[src/rtl/pipe_skid_stage_if.sv]
// pipe_skid_stage_if: handshake, flush and status bundle for pipe_skid_stage.
interface pipe_skid_stage_if #(parameter int WIDTH = 32) ();
    logic             flush;
    logic             in_valid;
    logic             in_ready;
    logic [WIDTH-1:0] in_data;
    logic             out_valid;
    logic             out_ready;
    logic [WIDTH-1:0] out_data;
    logic [1:0]       occupancy;
    modport master (
        output flush, in_valid, in_data, out_ready,
        input  in_ready, out_valid, out_data, occupancy
    );
    modport slave (
        input  flush, in_valid, in_data, out_ready,
        output in_ready, out_valid, out_data, occupancy
    );
endinterface

[src/rtl/pipe_skid_stage.sv]
// pipe_skid_stage: valid/ready pipeline register with synchronous flush.
// Define PIPE_SKID_STAGE_SKID_EN for a second skid entry and a registered-only in_ready.
module pipe_skid_stage #(
    parameter int               WIDTH        = 32,
    parameter logic [WIDTH-1:0] BUBBLE_VALUE = '0
) (
    input logic               clk,
    input logic               rst_n,
    pipe_skid_stage_if.slave  bus
);
`ifdef PIPE_SKID_STAGE_SKID_EN
    typedef enum logic [1:0] {EMPTY, FULL, SKID} state_t;
    logic [WIDTH-1:0] skid_q, skid_nx;
`else
    typedef enum logic {EMPTY, FULL} state_t;
`endif
    state_t           state, state_nx;
    logic [WIDTH-1:0] main_q, main_nx;
    logic             acc, emit;
    assign bus.out_valid = state != EMPTY;
    assign bus.out_data  = main_q;
    assign acc           = bus.in_valid & bus.in_ready;
    assign emit          = bus.out_valid & bus.out_ready;
`ifdef PIPE_SKID_STAGE_SKID_EN
    assign bus.in_ready  = rst_n & (state != SKID);
    assign bus.occupancy = state == SKID ? 2'd2 : {1'b0, state == FULL};
`else
    // single entry: a draining head frees the slot in the same cycle
    assign bus.in_ready  = rst_n & (!bus.out_valid | bus.out_ready);
    assign bus.occupancy = {1'b0, state == FULL};
`endif
    always_comb begin
        state_nx = state;
        main_nx  = main_q;
`ifdef PIPE_SKID_STAGE_SKID_EN
        skid_nx  = skid_q;
`endif
        case (state)
            EMPTY: begin
                state_nx = acc ? FULL : EMPTY;
                main_nx  = acc ? bus.in_data : main_q;
            end
            FULL: begin
                if (acc && emit) begin
                    main_nx = bus.in_data;
                end else if (emit) begin
                    state_nx = EMPTY;
                    main_nx  = BUBBLE_VALUE;
`ifdef PIPE_SKID_STAGE_SKID_EN
                end else if (acc) begin
                    state_nx = SKID;
                    skid_nx  = bus.in_data;
`endif
                end
            end
`ifdef PIPE_SKID_STAGE_SKID_EN
            SKID: begin
                state_nx = emit ? FULL : SKID;
                main_nx  = emit ? skid_q : main_q;
            end
`endif
            default: begin
                state_nx = EMPTY;
                main_nx  = BUBBLE_VALUE;
            end
        endcase
    end
    always_ff @(posedge clk) begin
        if (!rst_n || bus.flush) begin
            state  <= EMPTY;
            main_q <= BUBBLE_VALUE;
        end else begin
            state  <= state_nx;
            main_q <= main_nx;
        end
    end
`ifdef PIPE_SKID_STAGE_SKID_EN
    // skid contents are don't-care while empty, so no reset is needed
    always_ff @(posedge clk) skid_q <= skid_nx;
`endif
endmodule
[src/flat_wrapper.sv]
// flat-port wrapper written by rule: the top's interface ports become plain ports
module pipe_skid_stage_flat 
#(
    parameter int               WIDTH        = 32,
    parameter logic [WIDTH-1:0] BUBBLE_VALUE = '0
)
  (clk, rst_n, bus_flush, bus_in_valid, bus_in_data, bus_out_ready, bus_in_ready, bus_out_valid, bus_out_data, bus_occupancy);
  pipe_skid_stage_if #(.WIDTH(WIDTH)) bus_i ();
  input logic clk;
  input logic rst_n;
  input wire logic [$bits(bus_i.flush)-1:0] bus_flush;
  input wire logic [$bits(bus_i.in_valid)-1:0] bus_in_valid;
  input wire logic [$bits(bus_i.in_data)-1:0] bus_in_data;
  input wire logic [$bits(bus_i.out_ready)-1:0] bus_out_ready;
  output wire logic [$bits(bus_i.in_ready)-1:0] bus_in_ready;
  output wire logic [$bits(bus_i.out_valid)-1:0] bus_out_valid;
  output wire logic [$bits(bus_i.out_data)-1:0] bus_out_data;
  output wire logic [$bits(bus_i.occupancy)-1:0] bus_occupancy;
  assign bus_i.flush = bus_flush;
  assign bus_i.in_valid = bus_in_valid;
  assign bus_i.in_data = bus_in_data;
  assign bus_i.out_ready = bus_out_ready;
  assign bus_in_ready = bus_i.in_ready;
  assign bus_out_valid = bus_i.out_valid;
  assign bus_out_data = bus_i.out_data;
  assign bus_occupancy = bus_i.occupancy;
  pipe_skid_stage #(.WIDTH(WIDTH), .BUBBLE_VALUE(BUBBLE_VALUE)) u_core (.clk(clk), .rst_n(rst_n), .bus(bus_i));
endmodule
[config.mk]
export PLATFORM = sky130hd
export DESIGN_NAME = pipe_skid_stage_flat
export DESIGN_NICKNAME = d
export VERILOG_FILES = /design/src/rtl/pipe_skid_stage_if.sv /design/src/rtl/pipe_skid_stage.sv /design/src/flat_wrapper.sv
export SDC_FILE = /design/constraint.sdc
export NUM_CORES = 1
export LEC_CHECK = 0
export ABC_AREA = 1
export BUFFER_PORTS_ARGS = -buffer_cell sky130_fd_sc_hd__buf_2
export CAP_MARGIN = 15
export CORE_MARGIN = 4
export CORE_UTILIZATION = 45
export DETAILED_ROUTE_END_ITERATION = 7
export PLACE_DENSITY = 0.91
export SYNTH_ARGS = -nofsm -noshare
export SYNTH_HDL_FRONTEND = slang
export SYNTH_SLANG_ARGS = --single-unit
[constraint.sdc]
create_clock -name clk -period 1.1 [get_ports clk]
set_clock_uncertainty 0.05 [all_clocks]
set_input_delay 0.055 -clock clk [delete_from_list [all_inputs] [get_ports clk]]
set_output_delay 0.055 -clock clk [all_outputs]
set_load 0.05 [all_outputs]
==> results of run 1 <==
==> metrics by stage <==
stage | instance area [µm²] | hold slack, ns | power (mW) | TNS (ns)
finish | 2610 | 0.0749 | 2.73 | -0.621
global route | 2610 | 0.0764 | 2.84 | -1.88
CTS | 2320 | 0.0513 | 2.65 | -0.109
detailed placement | 1870 | 0.272 | 1.68 | 0
global placement | 1870 | 0.269 | 1.67 | 0
floorplan | 1450 | 0.141 | 1.54 | 0
==> state kept, by name, summed over array words and instances, names as in the netlist <==
| signal | count |
|---|---|
| u_core.bus.out_data | 32 |
| u_core.bus.out_valid | 1 |
==> final cells by class <==
| type | instances | area (µm²) | area share |
|---|---|---|---|
| Clock buffer | 8 | 80.1 | 0.0306 |
| Tap cell | 44 | 55.1 | 0.0211 |
| Sequential cell | 33 | 664 | 0.254 |
| Multi-Input combinational cell | 104 | 813 | 0.311 |
| Inverter | 4 | 15.0 | 0.00574 |
| Timing Repair Buffer | 117 | 986 | 0.377 |
==> cells in the final DEF, fill, tap and decap left out, types with 5 or more instances in the layout <==
| master | instances |
|---|---|
| buf_12 | 6 |
| dfxtp_1 | 32 |
| a21oi_1 | 9 |
| dlygate4sd3_1 | 34 |
| nand3_1 | 11 |
| buf_4 | 16 |
| buf_2 | 41 |
| nand3_2 | 17 |
| nand4_1 | 32 |
| clkbuf_4 | 19 |
| a21oi_2 | 23 |
| nand3_4 | 5 |
==> routing by layer <==
layer,part of all wire,wire length [µm]
met1,0.35,2020
met2,0.55,3130
met3,0.061,347
met4,0.040,228
met5,0,0
==> logic make-up (layout without fill, tap and decap cells) <==
logic type / Yosys count / after routing
and+or+nand+nor: 70 / 70
other: 1 / 1
AOI/OAI and AO/OA: 33 / 33
buffers and inverters: 26 / 129
DFF: 33 / 33
==> path summary, 6_finish.rpt <==
path,from,endpoint,slack (ns),depth (start not counted)
max reg2reg,u_core.bus.out_valid,u_core.bus.out_data[1],-0.07,5
min reg2reg,u_core.bus.out_data[25],u_core.bus.out_data[25],0.43,2
min,rst_n,u_core.bus.out_valid,0.07,5
max,u_core.bus.out_valid,u_core.bus.out_data[1],-0.07,5
==> worst max-delay path: stages (launching register included) <==
cell       delay [ns]
dfxtp_4          0.40
nand2_4          0.09
nand3_4          0.14
clkbuf_16        0.19
nand3_2          0.08
a21oi_2          0.15
==> power groups by stage <==
| stage | registers [mW] | clock network [mW] | logic (mW) |
|---|---|---|---|
| 2_1_floorplan | 1.35 | 0 | 0.187 |
| 3_3_place_gp | 1.26 | 0 | 0.410 |
| 3_5_place_dp | 1.26 | 0 | 0.419 |
| 4_1_cts | 1.24 | 0.894 | 0.519 |
| 5_1_grt | 1.24 | 0.951 | 0.640 |
| 6_report | 1.24 | 0.877 | 0.610 |
==> repair_timing <==
| item | CTS | global route |
|---|---|---|
| endpoints found under the setup margin | 8 | 45 |
| gates resized for setup | 8 | 76 |
| pin swaps | 1 | 7 |
| hold endpoints to repair | 33 | 0 |
| buffers inserted | 0 | 1 |
| hold buffers | 34 | 0 |
| gates cloned | 0 | 2 |
==> results_dict.tcl, run 1 <==
set metrics [dict create \
    nets 302 \
    clockBufferDepth 2 \
    p_sw_mw 0.790 \
    met3_usage 0.0555 \
    cts-buffers-inserted 5 \
    power.density_mw_per_mm2 1040 \
    first_iter_violations 109 \
    synth_compound_area_frac 0.114 \
    dieArea_mm2 0.00418 \
    period_share 1.06 \
    clk_latency_ns 0.34 \
    grt_pass1_wl_um 8070 \
    area_delta_synth_final_pct 81.0 \
    max_cap_violations 0 \
    leakage_nw 1.03 \
    hold_viol_final 0 \
    synthSimpleGateAreaFrac 0.316 \
    worstSetupEndpointType "flop" \
    place_hpwl_um 2830 \
    failed_checks "setup timing" \
    rsz0062_at_grt "true" \
    drive_gt1_frac 0.530 \
    grt-ovfl-total 0 \
    drc 0 \
    fp.coreArea_mm2 0.00305 \
    cts_tree "built" \
    pwr-share-seq 0.455 \
    final_util 0.856 \
    grt_pass1_vias 1738 \
    vias_per_cell 5.64 \
    switching_share 0.290 \
    htreeDepth 2 \
    critPathKind "reg -> reg" \
    vias 1749 \
    ys_async_sr_fraction 0 \
    status "finished with violations" \
    dr.pass1.iters 5 \
    required_ns 1.33 \
    grt.met2_usage 0.441 \
    wirelength_um 5730 \
    synth_common_cells "a21oi_1, dfxtp_1, nand4_1, nand3_1, buf_2" \
    ant_nets 0 \
    synth-seq-cells 33 \
    synth-seq-area-share 0.458 \
    synth_adder_area_share 0 \
    intPower_mw 1.94 \
    fp-row-count 20 \
    use_met1 0.279 \
    syn_nets 200 \
    grt_max_degree 33 \
    grt_use_total 0.252 \
    diodes 0 \
    cts_sinks 33 \
    path_clk_slew_ns 0.10 \
    synth_top_area_frac 0.458 \
    pwr-share-comb 0.224 \
    synth_top_family_by_area "simple AND/OR/NAND/NOR gates" \
    yosys_warnings 0 \
    arrival_ns 1.40 \
    cts-root-buf "clkbuf_4" \
    gr-max-usage-layer "met2" \
    synthXorXnorAreaFrac 0 \
    synth-edff-count 0 \
    slew_viol_final 0 \
    yosysTopAreaCell "dfxtp_1" \
    crit_path_max_fanout 8 \
    io_pins 73 \
    syn_avg_cell_area_um2 8.86 \
    dieHeight_um 64.6 \
    synth_area_mm2 0.00144 \
    synth_cells 163 \
    fill_cells 181 \
    fin_crit_ns 1.17 \
    pre_cts_slack_ns 0.0513 \
    finalSetupViolations 26 \
    layout.cells.non_filler 310 \
    ys.flop_type "dfxtp_1" \
    antenna_found_initial 0 \
    synth.area.top_cells "dfxtp_1, nand4_1, a21oi_1, nand3_1, nand3_2" \
    io_buffers 71 \
    pwr-share-clk 0.322 \
    hold_path.class "in -> reg" \
    peakVddDrop_mv 0.772 \
    muxShareOfSynthArea 0 \
    die_w_um 64.6 \
    routabilityCongestion 0.688 \
    wl_per_cell_um 18.5 \
    fmax_ghz 0.856 \
    synth_cell_types 16 \
    dp_cells 266 \
    start_kind "flop" \
    start_util 0.473 \
    fin_ws_ns -0.0688 \
]
Power figures use the tool's default switching activity.
==> run 2, diff against run 1 <==
--- a/config.mk
+++ b/config.mk
@@ -8,7 +8,7 @@
 export ABC_AREA = 1
 export BUFFER_PORTS_ARGS = -buffer_cell sky130_fd_sc_hd__buf_2
 export CAP_MARGIN = 15
-export CORE_MARGIN = 4
+export CORE_MARGIN = 2
 export CORE_UTILIZATION = 45
 export DETAILED_ROUTE_END_ITERATION = 7
 export PLACE_DENSITY = 0.91
==> constraint.sdc (replaced) <==
create_clock -name clk -period 1.1 [get_ports clk]
set_clock_uncertainty 0.05 [all_clocks]
set_input_delay 0.055 -clock clk [delete_from_list [all_inputs] [get_ports clk]]
set_output_delay 0.055 -clock clk [all_outputs]
set_load 0.005 [all_outputs]
==> results_dict.tcl, run 2 (synthesis results as in run 1) <==
set metrics [dict create \
    slew_viol_final 0 \
    fin_crit_ns 1.05 \
    pwr-share-seq 0.512 \
    hold_path.class "in -> reg" \
    critPathKind "reg -> reg" \
    antenna_found_initial 0 \
    dieHeight_um 60.6 \
    htreeDepth 2 \
    cts-root-buf "clkbuf_4" \
    drive_gt1_frac 0.430 \
    finalSetupViolations 0 \
    start_util 0.473 \
    vias_per_cell 5.50 \
    first_iter_violations 163 \
    wirelength_um 4590 \
    clockBufferDepth 2 \
    power.density_mw_per_mm2 1040 \
    p_sw_mw 0.600 \
    period_share 0.958 \
    io_buffers 71 \
    diodes 0 \
    leakage_nw 0.999 \
    r2r_start "u_core.bus.out_valid" \
    clk_latency_ns 0.31 \
    rsz0062_at_grt "true" \
    grt_pass1_wl_um 6860 \
    intPower_mw 1.82 \
    design_area_mm2 0.00231 \
    drc 0 \
    vias 1689 \
    ant_nets 0 \
    worstSetupEndpointType "flop" \
    pwr-share-comb 0.174 \
    area_delta_synth_final_pct 60.3 \
    fp.coreArea_mm2 0.00305 \
    cts_sinks 33 \
    min-delay-start "rst_n" \
    max_cap_violations 0 \
    hold_viol_final 0 \
    path_clk_slew_ns 0.10 \
    routabilityCongestion 0.712 \
    fp-row-count 20 \
    switching_share 0.248 \
    fmax_ghz 0.949 \
    peakVddDrop_mv 0.752 \
    layout_common_cells "buf_2, dlygate4sd3_1, nand4_1, dfxtp_1, a21oi_1" \
    start_kind "flop" \
    nets 299 \
    rr_endpoint "u_core.bus.out_data[20]" \
    grt_max_degree 33 \
    final_common_cell "buf_2" \
    place_area_mm2 0.00185 \
    io_pins 73 \
    holdPathStages 5 \
    grt_use_total 0.247 \
    crit_path_max_fanout 17 \
    cp-endpoint "u_core.bus.out_data[20]" \
    die_w_um 60.6 \
    cts_tree "built" \
    r2r_cells 5 \
    finalPower_mw 2.42 \
    r2r_setup_slack_ns 0.05 \
    grt-ovfl-total 0 \
    pwr-share-clk 0.315 \
    wl_per_cell_um 14.9 \
    largest_reg_flops 32 \
    required_ns 1.30 \
    arrival_ns 1.25 \
    crit_start "u_core.bus.out_valid" \
    place_hpwl_um 2510 \
    cts-buffers-inserted 5 \
    dr.pass1.iters 5 \
    grt_pass1_vias 1662 \
    status "completed" \
    dieArea_mm2 0.00368 \
]
[run 2: critical path, cell delays in order (launching register included)]
cell     delay [ns]
dfxtp_4        0.40
nand2_4        0.08
nand3_4        0.09
buf_12         0.16
nand3_1        0.08
a21oi_1        0.13
[run 2: worst min path at each step]
stage                                    endpoint
final                        u_core.bus.out_valid
after global placement       u_core.bus.out_valid
after detailed placement  u_core.bus.out_data[27]
after CTS                    u_core.bus.out_valid
after global routing         u_core.bus.out_valid
after floorplan              u_core.bus.out_valid
[run 2: layout make-up]
type / instances / area (µm²)
flip-flops and latches: 33 / 664
fillers: 238 / 738
inverters: 4 / 15.0
well taps: 44 / 55.1
clock buffers: 7 / 65.1
clock inverters: 1 / 5.00
repair buffers: 114 / 848
multi-input cells: 104 / 662
[run 2: metal layers]
layer	up-vias	global-route usage	part of all wire
met2	78	0.475	0.53
met4	0	0.127	0.024
li1	790	-	-
met3	16	0.0618	0.066
met5	-	0	0
met1	805	0.240	0.38
[run 2: power groups by stage]
stage / clock network, mW / logic [mW] / registers, mW
global placement: 0 / 0.301 / 1.26
detailed placement: 0 / 0.308 / 1.26
global route: 0.839 / 0.450 / 1.24
CTS: 0.770 / 0.396 / 1.23
floorplan: 0 / 0.168 / 1.27
finish: 0.760 / 0.419 / 1.24
[run 2: stage by stage]
stage	hold slack, ns	setup WS [ns]	setup TNS [ns]	cells	utilization
3_3_place_gp	0.275	0.111	0	266	0.606
2_1_floorplan	0.151	0.0608	0	163	-
6_report	0.0782	0.0467	0	307	0.758
5_1_grt	0.0716	-0.0243	-0.0736	307	0.758
4_1_cts	0.0715	0.0360	0	306	0.737
3_5_place_dp	0.292	0.0422	0	266	0.606
[run 2: timing repair]
action / CTS / global route
pin swaps: 0 / 1
resized for setup: 3 / 10
setup endpoints to repair: 1 / 29
cloned: 0 / 1
hold endpoints to repair: 33 / 0
hold buffers: 33 / 0
buffers inserted: 0 / 0
==> run 3, diff against run 2 <==
--- a/config.mk
+++ b/config.mk
@@ -12,6 +12,7 @@
 export CORE_UTILIZATION = 45
 export DETAILED_ROUTE_END_ITERATION = 7
 export PLACE_DENSITY = 0.91
+export REMOVE_ABC_BUFFERS = 1
 export SYNTH_ARGS = -nofsm -noshare
 export SYNTH_HDL_FRONTEND = slang
 export SYNTH_SLANG_ARGS = --single-unit
==> results_dict.tcl, run 3 (synthesis results as in run 1) <==
set metrics [dict create \
    cp-endpoint "u_core.bus.out_data[28]" \
    io_buffers 71 \
    ant_nets 0 \
    hold_path.class "in -> reg" \
    grt_use_total 0.258 \
    max_cap_violations 0 \
    grt_pass1_wl_um 7010 \
    cp_top_family "flip-flops" \
    largest_reg_flops 32 \
    vias_per_cell 5.55 \
    dieHeight_um 60.6 \
    hold_viol_final 0 \
    path_clk_slew_ns 0.11 \
    crit_start "u_core.bus.out_valid" \
    fp-row-count 20 \
    routabilityCongestion 0.748 \
    r2r_cells 5 \
    status "finished with violations" \
    dr.pass1.iters 4 \
    crit_chain "nand2_4 -> nand3_4 -> clkbuf_16 -> nand3_1 -> a21oi_1" \
    drc 0 \
    io_pins 73 \
    start_util 0.473 \
    place_hpwl_um 2770 \
    first_iter_violations 125 \
    clk_latency_ns 0.32 \
    critPathKind "reg -> reg" \
    maxUsedRoutingLayer "met4" \
    start_kind "flop" \
    vias 1721 \
    cts_sinks 33 \
    antenna_found_initial 0 \
    wl_met3_um 345 \
    cts-root-buf "clkbuf_4" \
    area_delta_synth_final_pct 63.8 \
    htreeDepth 2 \
    layout_common_cells "buf_2, dlygate4sd3_1, nand4_1, dfxtp_1, nand3_1" \
    fin_crit_ns 1.13 \
    diodes 0 \
    cts_tree "built" \
    cp.buffers_inverters 1 \
    place_area_mm2 0.00185 \
    final_common_cell "buf_2" \
    fmax_ghz 0.887 \
    finalPower_mw 2.34 \
    failed_checks "setup timing" \
    slew_viol_final 0 \
    die_w_um 60.6 \
    nets 302 \
    grt-ovfl-total 0 \
    grt_max_degree 33 \
    dieArea_mm2 0.00368 \
    crit_path_max_fanout 9 \
    r2r_setup_slack_ns -0.03 \
    fin_ws_ns -0.0269 \
    r2r_start "u_core.bus.out_valid" \
    period_share 1.02 \
    fp.coreArea_mm2 0.00305 \
    met1Wirelength_um 1890 \
    rr_endpoint "u_core.bus.out_data[28]" \
    slowest_delay_ns 0.41 \
    rsz0062_at_grt "true" \
    drive_gt1_frac 0.466 \
    cpMaxStageDelayCell "dfxtp_4" \
    wl_met2_um 2850 \
    finalSetupViolations 5 \
    leakage_nw 1.00 \
    crit_cells 5 \
    arrival_ns 1.33 \
    worstSetupEndpointType "flop" \
    wirelength_um 5190 \
    peakVddDrop_mv 0.765 \
    power.density_mw_per_mm2 990 \
    grt_pass1_vias 1544 \
    clockBufferDepth 2 \
    wl_per_cell_um 16.7 \
    design_area_mm2 0.00236 \
    cts-buffers-inserted 5 \
    required_ns 1.31 \
]
==> run 3: changes by cell type in the layout (fill, tap and decap cells not counted), sizes merged <==
cell	before	now
clkbuf	8	9
buf	80	83
clkinv	1	0
==> run 3: through the flow <==
| step | hold slack, ns | utilization | std cells | worst slack, ns | setup TNS [ns] |
|---|---|---|---|---|---|
| floorplan | 0.151 | - | 141 | -0.393 | -12.45 |
| global placement | 0.276 | 0.607 | 268 | 0.0661 | 0 |
| detailed placement | 0.279 | 0.607 | 268 | -0.0271 | -0.126 |
| CTS | 0.0512 | 0.731 | 309 | -0.000306 | -0.000306 |
| global route | 0.0829 | 0.775 | 310 | -0.0781 | -1.08 |
| finish | 0.0710 | 0.775 | 310 | -0.0269 | -0.0569 |
==> run 3: area by class of cell <==
| type | count | area [µm²] |
|---|---|---|
| clock buffer | 8 | 48.8 |
| sequential | 33 | 664 |
| tap | 44 | 55.1 |
| multi-input combinational | 104 | 703 |
| fill | 234 | 688 |
| inverter | 4 | 15.0 |
| timing repair buffer | 117 | 878 |
==> run 3: how the worst min path moves through the flow <==
stage | start | endpoint | cells past startpoint
after floorplan | bus_flush | u_core.bus.out_valid | 3
after global placement | bus_flush | u_core.bus.out_valid | 4
after detailed placement | bus_flush | u_core.bus.out_valid | 4
after CTS | bus_in_valid | u_core.bus.out_data[24] | 3
after global routing | bus_in_valid | u_core.bus.out_data[24] | 3
final | bus_in_valid | u_core.bus.out_data[24] | 3
==> run 3: power breakdown <==
group          switching [mW]  internal [mW]  total (mW)
Sequential             0.0184           1.22        1.24
Combinational           0.213          0.240       0.453
Clock                   0.397          0.255       0.652
==> run 3: timing repair <==
action                                 in CTS  in global routing
hold buffers                               33                  0
setup endpoints to repair                  23                 32
gates cloned                                0                  1
pin swaps                                   0                  1
buffers inserted                            0                  0
gates resized for setup                     1                 28
endpoints found under the hold margin      33                  0
==> run 3: worst reg2reg max path, delay by kind of cell (launching register included) <==
family / cells / cell delay (ns)
flip-flops: 1 / 0.41
AND/OR/NAND/NOR: 3 / 0.28
AO/OA/AOI/OAI: 1 / 0.15
buffers and inverters: 1 / 0.18
==> run 3: layer usage <==
layer | GRT usage | vias up
li1 | - | 801
met1 | 0.297 | 814
met2 | 0.472 | 94
met3 | 0.0490 | 12
met4 | 0.0994 | 0
met5 | 0 | -
